### config.mk
export PLATFORM = sky130hd
export DESIGN_NAME = mcs4_axi_loader
export DESIGN_NICKNAME = d
export VERILOG_FILES = /design/src/rtl/mcs4_axi_loader.sv
export SDC_FILE = /design/constraint.sdc
export NUM_CORES = 1
export LEC_CHECK = 0
export CAP_MARGIN = 30
export CORE_MARGIN = 1
export CORE_UTILIZATION = 42
export CTS_BUF_LIST = sky130_fd_sc_hd__clkbuf_8
export DETAILED_ROUTE_END_ITERATION = 10
export PLACE_DENSITY = 0.86
export SKIP_CTS_REPAIR_TIMING = 1
export SYNTH_ARGS = -nofsm -noshare
export SYNTH_HDL_FRONTEND = slang
export SYNTH_SLANG_ARGS = --single-unit
### constraint.sdc
create_clock -name m_axi_aclk -period 9.9 [get_ports m_axi_aclk]
set_clock_uncertainty 0.2 [all_clocks]
set_input_delay 2.97 -clock m_axi_aclk [delete_from_list [all_inputs] [get_ports m_axi_aclk]]
set_output_delay 2.97 -clock m_axi_aclk [all_outputs]
set_load 0.005 [all_outputs]
### src/rtl/mcs4_axi_loader.sv
// AXI4 burst master for the mcs4_sys slave port: turns load/dump commands into
// INCR write/read bursts that never exceed 256 beats or cross a 4 KB boundary.
module mcs4_axi_loader #(
    parameter int ADDR_WIDTH = 14,
    parameter int DATA_WIDTH = 32
) (
    input  logic                      m_axi_aclk,
    input  logic                      m_axi_aresetn,

    input  logic                      cmd_valid,
    output logic                      cmd_ready,
    input  logic                      cmd_write,
    input  logic [ADDR_WIDTH-1:0]     cmd_addr,
    input  logic [9:0]                cmd_len,

    input  logic [DATA_WIDTH-1:0]     wr_data,
    input  logic                      wr_valid,
    output logic                      wr_ready,

    output logic [DATA_WIDTH-1:0]     rd_data,
    output logic                      rd_last,
    output logic                      rd_valid,
    input  logic                      rd_ready,

    output logic                      done,
    output logic                      err,

    output logic [3:0]                m_axi_awid,
    output logic [ADDR_WIDTH-1:0]     m_axi_awaddr,
    output logic [7:0]                m_axi_awlen,
    output logic [2:0]                m_axi_awsize,
    output logic [1:0]                m_axi_awburst,
    output logic                      m_axi_awlock,
    output logic [3:0]                m_axi_awcache,
    output logic [2:0]                m_axi_awprot,
    output logic [3:0]                m_axi_awqos,
    output logic [3:0]                m_axi_awregion,
    output logic                      m_axi_awvalid,
    input  logic                      m_axi_awready,

    output logic [DATA_WIDTH-1:0]     m_axi_wdata,
    output logic [DATA_WIDTH/8-1:0]   m_axi_wstrb,
    output logic                      m_axi_wlast,
    output logic                      m_axi_wvalid,
    input  logic                      m_axi_wready,

    input  logic [1:0]                m_axi_bresp,
    input  logic                      m_axi_bvalid,
    output logic                      m_axi_bready,

    output logic [3:0]                m_axi_arid,
    output logic [ADDR_WIDTH-1:0]     m_axi_araddr,
    output logic [7:0]                m_axi_arlen,
    output logic [2:0]                m_axi_arsize,
    output logic [1:0]                m_axi_arburst,
    output logic                      m_axi_arlock,
    output logic [3:0]                m_axi_arcache,
    output logic [2:0]                m_axi_arprot,
    output logic [3:0]                m_axi_arqos,
    output logic [3:0]                m_axi_arregion,
    output logic                      m_axi_arvalid,
    input  logic                      m_axi_arready,

    input  logic [DATA_WIDTH-1:0]     m_axi_rdata,
    input  logic [1:0]                m_axi_rresp,
    input  logic                      m_axi_rlast,
    input  logic                      m_axi_rvalid,
    output logic                      m_axi_rready
);

    localparam logic [2:0] ST_IDLE = 3'd0;
    localparam logic [2:0] ST_AW   = 3'd1;
    localparam logic [2:0] ST_W    = 3'd2;
    localparam logic [2:0] ST_B    = 3'd3;
    localparam logic [2:0] ST_AR   = 3'd4;
    localparam logic [2:0] ST_R    = 3'd5;

    logic [2:0]            state_q, state_d;
    logic [ADDR_WIDTH-1:0] addr_q, addr_d;
    logic [10:0]           remaining_q, remaining_d;
    logic [8:0]            beat_cnt_q, beat_cnt_d;
    logic                  err_q, err_d;
    logic                  done_q, done_d;

    logic [10:0]           words_to_boundary;
    logic [10:0]           beats_lim;
    logic [8:0]            beats;
    logic [7:0]            burst_len;
    logic                  final_burst;
    logic [ADDR_WIDTH-1:0] addr_next;
    logic                  unused_addr_bits;

    assign unused_addr_bits = ^cmd_addr[1:0];

    // Burst size is derived from the live address/remaining registers, which
    // only change at a burst's completion, so awaddr/awlen stay stable in AW.
    assign words_to_boundary = 11'd1024 - {1'b0, addr_q[11:2]};
    assign beats_lim         = (remaining_q < words_to_boundary) ? remaining_q : words_to_boundary;
    assign beats             = (beats_lim > 11'd256) ? 9'd256 : beats_lim[8:0];
    assign burst_len         = 8'(beats - 9'd1);
    assign final_burst       = (remaining_q == {2'b00, beats});
    assign addr_next         = addr_q + ADDR_WIDTH'({beats, 2'b00});

    assign cmd_ready      = (state_q == ST_IDLE) & m_axi_aresetn;
    assign done           = done_q;
    assign err            = err_q;

    assign m_axi_awid     = '0;
    assign m_axi_awaddr   = addr_q;
    assign m_axi_awlen    = burst_len;
    assign m_axi_awsize   = 3'b010;
    assign m_axi_awburst  = 2'b01;
    assign m_axi_awlock   = 1'b0;
    assign m_axi_awcache  = '0;
    assign m_axi_awprot   = '0;
    assign m_axi_awqos    = '0;
    assign m_axi_awregion = '0;
    assign m_axi_awvalid  = (state_q == ST_AW);

    assign m_axi_wdata    = wr_data;
    assign m_axi_wstrb    = '1;
    assign m_axi_wvalid   = (state_q == ST_W) & wr_valid;
    assign m_axi_wlast    = (state_q == ST_W) & (beat_cnt_q == (beats - 9'd1));
    assign wr_ready       = (state_q == ST_W) & m_axi_wready;

    assign m_axi_bready   = (state_q == ST_B);

    assign m_axi_arid     = '0;
    assign m_axi_araddr   = addr_q;
    assign m_axi_arlen    = burst_len;
    assign m_axi_arsize   = 3'b010;
    assign m_axi_arburst  = 2'b01;
    assign m_axi_arlock   = 1'b0;
    assign m_axi_arcache  = '0;
    assign m_axi_arprot   = '0;
    assign m_axi_arqos    = '0;
    assign m_axi_arregion = '0;
    assign m_axi_arvalid  = (state_q == ST_AR);

    assign rd_data        = m_axi_rdata;
    assign rd_valid       = (state_q == ST_R) & m_axi_rvalid;
    assign rd_last        = (state_q == ST_R) & m_axi_rlast & final_burst;
    assign m_axi_rready   = (state_q == ST_R) & rd_ready;

    always_comb begin
        state_d     = state_q;
        addr_d      = addr_q;
        remaining_d = remaining_q;
        beat_cnt_d  = beat_cnt_q;
        err_d       = err_q;
        done_d      = 1'b0;
        case (state_q)
            ST_IDLE: begin
                if (cmd_valid) begin
                    addr_d      = {cmd_addr[ADDR_WIDTH-1:2], 2'b00};
                    remaining_d = {1'b0, cmd_len} + 11'd1;
                    err_d       = 1'b0;
                    state_d     = cmd_write ? ST_AW : ST_AR;
                end
            end
            ST_AW: begin
                if (m_axi_awready) begin
                    beat_cnt_d = '0;
                    state_d    = ST_W;
                end
            end
            ST_W: begin
                if (wr_valid && m_axi_wready) begin
                    if (beat_cnt_q == (beats - 9'd1)) begin
                        state_d = ST_B;
                    end else begin
                        beat_cnt_d = beat_cnt_q + 9'd1;
                    end
                end
            end
            ST_B: begin
                if (m_axi_bvalid) begin
                    err_d       = err_q | (m_axi_bresp != 2'b00);
                    addr_d      = addr_next;
                    remaining_d = remaining_q - {2'b00, beats};
                    if (final_burst) begin
                        done_d  = 1'b1;
                        state_d = ST_IDLE;
                    end else begin
                        state_d = ST_AW;
                    end
                end
            end
            ST_AR: begin
                if (m_axi_arready) begin
                    state_d = ST_R;
                end
            end
            ST_R: begin
                // Error status is collected on every read beat, not only the last.
                if (m_axi_rvalid && rd_ready) begin
                    err_d = err_q | (m_axi_rresp != 2'b00);
                    if (m_axi_rlast) begin
                        addr_d      = addr_next;
                        remaining_d = remaining_q - {2'b00, beats};
                        if (final_burst) begin
                            done_d  = 1'b1;
                            state_d = ST_IDLE;
                        end else begin
                            state_d = ST_AR;
                        end
                    end
                end
            end
            default: state_d = ST_IDLE;
        endcase
    end

    always_ff @(posedge m_axi_aclk or negedge m_axi_aresetn) begin
        if (!m_axi_aresetn) begin
            state_q     <= ST_IDLE;
            addr_q      <= '0;
            remaining_q <= '0;
            beat_cnt_q  <= '0;
            err_q       <= 1'b0;
            done_q      <= 1'b0;
        end else begin
            state_q     <= state_d;
            addr_q      <= addr_d;
            remaining_q <= remaining_d;
            beat_cnt_q  <= beat_cnt_d;
            err_q       <= err_d;
            done_q      <= done_d;
        end
    end

endmodule

**Yosys cells after proc, flatten, opt, wreduce, memory -nomap -nowiden**

Index checks and enable logic that the tools add are counted.

- Bits in registers: 39
- Input bits: 104
- Logic and storage cells: 88
- Output and inout bits: 174

- Equality and inequality tests: 16
- Add/sub/neg operators: 6
- Bitwise gates (word level): 10
- Reduce and logical (&&, ||, !) cells: 11
- Muxes and demuxes: 37
- Order comparisons: 2

Operators by type and width:

| cell | count |
|---|---|
| $mux 14 | 4 |
| $mux 11 | 5 |
| $pmux 14 s3 | 1 |
| $mux 9 | 4 |
| $pmux 11 s3 | 1 |
| $mux 3 | 10 |
| $pmux 3 s6 | 1 |
| $pmux 9 s2 | 1 |
| $add 14x11->14 | 1 |
| $add 10x1->11 const B | 1 |
| $eq 11x9->1 | 1 |
| $gt 11x9->1 const B | 1 |
| $lt 11x11->1 | 1 |
| $sub 11x10->11 const A | 1 |
| $sub 11x9->11 | 1 |
| $ne 2x1->1 const B | 5 |
| $add 9x1->9 const B | 1 |
| $eq 9x9->1 | 1 |
| $sub 9x1->9 const B | 1 |
| $and 1x1->1 | 8 |
| $mux 1 | 8 |
| $ne 2x2->1 const B | 4 |
| $reduce_and 4->1 | 2 |
| $reduce_and 8->1 | 1 |
| other kinds (11) | 17 |

**Longest topological paths before layout**

- Depth after elaboration: 10
- Gate-level depth with buffers: 31

**Worst setup path after synthesis**

No wires, ideal clock.

- Kind: flip-flop to output port
- Start point: register addr_q[2], in the netlist m_axi_araddr[2]
- End point: output port m_axi_wlast
- Path buffers: 3
- Required time: 6.730 ns
- Arrival: 5.473 ns
- Path slack: 1.257 ns
- Cell stages (with the launch flop): 25
- Path through: dfrtp_1 -> inv_1 -> ha_1 -> or4b_1 -> buf_2 -> or4_4 -> or3_1 -> ha_1 -> a21oi_1 -> o21ai_0 -> a21oi_1 -> nand2_1 -> a21oi_2 -> buf_4 -> or2b_1 -> ha_1 -> clkbuf_1 -> nand2_1 -> nand2_1 -> a32oi_1 -> nor2_1 -> a2111oi_0 -> nor4b_2 -> nand4_2 -> nor3b_1

- Cells in the longest elaborated chain, start to end: 8

Ends and longest elaborated chain:

| item | RTL line | source |
|---|---|---|
| start: declaration | 79 | `logic [ADDR_WIDTH-1:0] addr_q, addr_d;` |
| start signal: assignment | 224 | `addr_q <= addr_d;` |
| $sub 11x10->11 * | 97 | `assign words_to_boundary = 11'd1024 - {1'b0, addr_q[11:2]};` |
| $lt 11x11->1 | 98 | `assign beats_lim = (remaining_q < words_to_boundary) ? remaining_q : words_to_boundary;` |
| $mux 11 * | 98 |  |
| $gt 11x9->1 | 99 | `assign beats = (beats_lim > 11'd256) ? 9'd256 : beats_lim[8:0];` |
| $mux 9 * | 99 |  |
| $sub 9x1->9 * | 123 | `assign m_axi_wlast = (state_q == ST_W) & (beat_cnt_q == (beats - 9'd1));` |
| $eq 9x9->1 * | 123 |  |
| $and 1x1->1 * | 123 |  |
| end: declaration | 43 | `output logic m_axi_wlast,` |

Every way passes the cells marked *; elsewhere a longest branch is shown, timed or not.

**Worst setup path in the final report**

- Start point: register addr_q[3], in the netlist m_axi_araddr[3]
- End point: output port m_axi_wlast

Same word-level chain as after synthesis.

==> impl.org <==
** Worst setup path
- Cell mode on critical path :: ha_1
- STA classifies the critical path endpoint as an output port.
- Required time at the endpoint of the critical path :: 6.73 ns
- The worst register-to-register path has a depth of 28.
- The worst register-to-register path has a setup slack of 3.31 ns.
- The critical path is of the reg -> out type.
- Max FO, Critical Path :: 8
- For the worst setup path, the data arrival time is 6.32 ns.
- The slowest stage of the critical path is the clkdlybuf4s50_1 cell.
- The worst register-to-register path begins at m_axi_araddr[3]$_DFFE_PN0P_.
- Tracing the worst setup path back leads to its startpoint at m_axi_araddr[3]$_DFFE_PN0P_.
- End of the worst register-to-register path :: m_axi_araddr[12]$_DFFE_PN0P_
- Startpoint type of the worst setup path :: register
- Slowest Stage Delay on Critical Path :: 0.53 ns
- The critical path goes through inv_1 -> ha_1 -> or4b_4 -> or4_4 -> or3_1 -> ha_1 -> nand4_1 -> nor3_2 -> a21o_1 -> nor3_1 -> a21oi_2 -> or2b_1 -> ha_1 -> nand2_1 -> nand2_1 -> a32oi_1 -> nor2_1 -> a2111oi_2 -> nor4b_2 -> nand4_2 -> nor3b_1 -> clkdlybuf4s50_1.
- The most critical setup path has its endpoint at m_axi_wlast.

** Die
- Core Area :: 12,700 sq um
- The floorplan step set the die height to 116 um.
- From left edge to right edge, the die measures 116 um.
- The die covers 13,500 sq um.
- Number of primary I/O pins :: 278
- Cell row count :: 41
- Starting Density :: 43.2%

** Status
- Run status :: finished, final reports clean

** Power and ir drop
- For this design the ratio of total power to cell area is 376 nW/um^2.
- The analysis attributes to cell leakage a power of 2.57 nW.
- Overall power consumption after layout is estimated at 2.17 mW.
- Maximum vdd ir drop :: 0.000141 V

** Drt
- The detail route stage leaves a number of antenna-violating nets equal to 0.
- For this block, the routed nets add up to 13,600 um of wire.
- Dividing the detail-routed via count by the number of cells gives 5.30.
- Routed length per placed instance :: 15.1 um
- Number of DRC markers in iteration 0 :: 286
- Residual DRC count :: 0
- Summing over every cut layer, the via total after detailed routing is 4,774.
- Number of detailed-routing iterations run before antenna repair :: 5

** Synth
- In this run the cell area of the synthesized design comes to 5470 sq um.
- Synth async-reset ratio :: 100%
- Syn Area/Cell :: 7.46 sq um
- For this run, the number of Yosys warnings is 0.
- The cell count after synthesis came out at 733.
- Dominant synthesized flop cell :: dfrtp_1
- Sequential cell area fraction in the yosys report :: 16.9%
- Post-synthesis cell type count :: 80
- After synthesis the netlist holds a flip-flop and latch count of 37.
- Number of synthesized flops with an enable pin :: 0

** STA
- Least-Margin Pin Slew :: 0.782 ns
- Setup repair after global routing left no endpoint under its margin.
- After layout, the worst setup slack is 0.405 ns.
- Summed over all failing endpoints, the final setup total negative slack is 0 ns.
- Highest achievable clock rate :: 105 MHz
- Number of failing setup endpoints in the final timing report :: 0
- Dividing the final minimum period by the clock period gives 95.9%.
- The count of pins over their slew limit is 0.
- The hold violation total from the final report is 0.
- Crit path time final :: 9.49 ns
- Max-slew headroom :: 47.4%
- Across all hold checks on the routed design, the worst slack comes to 0.340 ns.

** Clock network
- Skew-Pair Late Insertion Delay :: 0.30 ns
- Sink Count :: 37
- Clock tree root driver cell :: clkbuf_8
- Maximum level of the CTS H-tree :: 2
- Clock-pin slew reported for the worst setup and hold paths after clock tree synthesis :: 0.08 ns
- Buffers inserted during clock tree synthesis total 5.
- The clock passes through at most 2 buffers.
- TritonCTS built the clock tree.

** Cells and area
- Cells with a size suffix above 1 make up 6.73% of the layout.
- In the layout the commonest cells are 88 x clkdlybuf4s50_1, 73 x nand2_1, 58 x conb_1, 48 x nor2_1, 46 x o21ai_0.
- Summed area of non-filler cells in the final layout :: 5790 sq um
- After the flow finishes, the layout carries non-filler instances totaling 900.
- At the end of the flow the core is filled with cells to 45.7%.
- The number of antenna diodes in the final layout is 0.
- Most common cell after layout, fill and taps aside :: clkdlybuf4s50_1
- The filler cells instantiated in the layout total 1,252.
- Growth of design area from synthesis to finish :: 5.81%
- After the last flow step, the layout net total stands at 865.

** Placed design
- At the end of routability-driven placement, the weighted congestion stood at 0.949.
- In this run, placement finished with an instance count of 892.
- Input and output buffers added on the ports amount to 89.
- OpenSTA, run right after detailed placement, puts the worst setup slack at 0.592 ns.
- Placed Area :: 5690 sq um
- Placed wire-length estimate :: 10,700 um

** GRT
- Across every metal layer, demand over resource in global routing totals 20.4%.
- Total gr overflow :: 0
- Entering global routing, the biggest net connects 39 pins.
- The first global-routing pass estimated 21,400 um of wire.
- Initial antenna violation count :: 0
- The number of global-route vias before repair came to 4,329.

** Min path
- Hold/Removal Path Class :: reg -> reg

** Flow run
- Max-cap violations in this run came to 0.
where the power goes:
group | switching, mW | internal [mW] | leakage, nW
Sequential | 0.128 | 0.204 | 0.461
Clock | 0.0563 | 0.0478 | 0.0491
Combinational | 0.916 | 0.822 | 2.06
registers in the layout (all words and copies together), names as in the netlist:
name,cells
remaining_q,11
state_q,3
done,1
err,1
beat_cnt_q,9
m_axi_araddr,12
worst min-delay path by stage:
stage / from / to / slack [ns] / depth (start not counted)
2_1_floorplan: err$_DFFE_PN0P_ / err$_DFFE_PN0P_ / 0.31 / 2
3_3_place_gp: err$_DFFE_PN0P_ / err$_DFFE_PN0P_ / 0.33 / 2
3_5_place_dp: err$_DFFE_PN0P_ / err$_DFFE_PN0P_ / 0.33 / 2
4_1_cts: err$_DFFE_PN0P_ / err$_DFFE_PN0P_ / 0.35 / 2
5_1_grt: err$_DFFE_PN0P_ / err$_DFFE_PN0P_ / 0.39 / 2
6_report: err$_DFFE_PN0P_ / err$_DFFE_PN0P_ / 0.34 / 2
metal layers:
metal	track usage, %	part of all wire (%)
met3	2.91	5.4
met1	26.0	44
met2	34.4	48
met4	8.97	2.8
met5	0	0
kinds of logic after synthesis:
family | synth area share (%)
simple gates | 22.8
buf+inv | 24.6
compound gates | 20.1
flops | 16.9
fa+ha+maj | 8.05
xor+xnor | 5.22
mux | 2.17
other cells | 0.137
final cells by class:
type	count	area (sq um)	area share [%]
clock buffers	5	68.8	1.19
inverters	38	143	2.47
clock inverters	3	13.8	0.238
repair buffers	103	991	17.1
flip-flops and latches	37	926	16.0
multi-input cells	542	3430	59.3
well taps	172	215	3.72
critical path: cells and delay by family, from the launching register on:
family	cells	cell delay, ns
buf+inv	2	0.69
compound gates	4	0.97
flops	1	0.47
simple gates	13	3.13
fa+ha+maj	3	0.76
Yosys cell counts (all sizes together), types with 6 or more instances:
| cell type | count | area (sq um) |
|---|---|---|
| o211ai | 8 | 73.8 |
| xnor2 | 18 | 158 |
| a21oi | 44 | 224 |
| or3 | 9 | 56.3 |
| xor2 | 12 | 105 |
| inv | 38 | 143 |
| a21o | 8 | 60.1 |
| dfrtp | 37 | 926 |
| mux2i | 8 | 92.6 |
| nand2b | 7 | 43.8 |
| nor2 | 48 | 180 |
| buf | 148 | 1110 |
| and2 | 10 | 65.1 |
| nor2b | 10 | 62.6 |
| clkbuf | 24 | 90.1 |
| nand2 | 73 | 274 |
| nand4 | 6 | 43.8 |
| o21ai | 52 | 268 |
| o22ai | 7 | 50.1 |
| ha | 32 | 400 |
| nor3 | 21 | 110 |
| and3 | 7 | 43.8 |
| nand3 | 24 | 120 |
No activity file was read; power rests on OpenSTA's default activity.
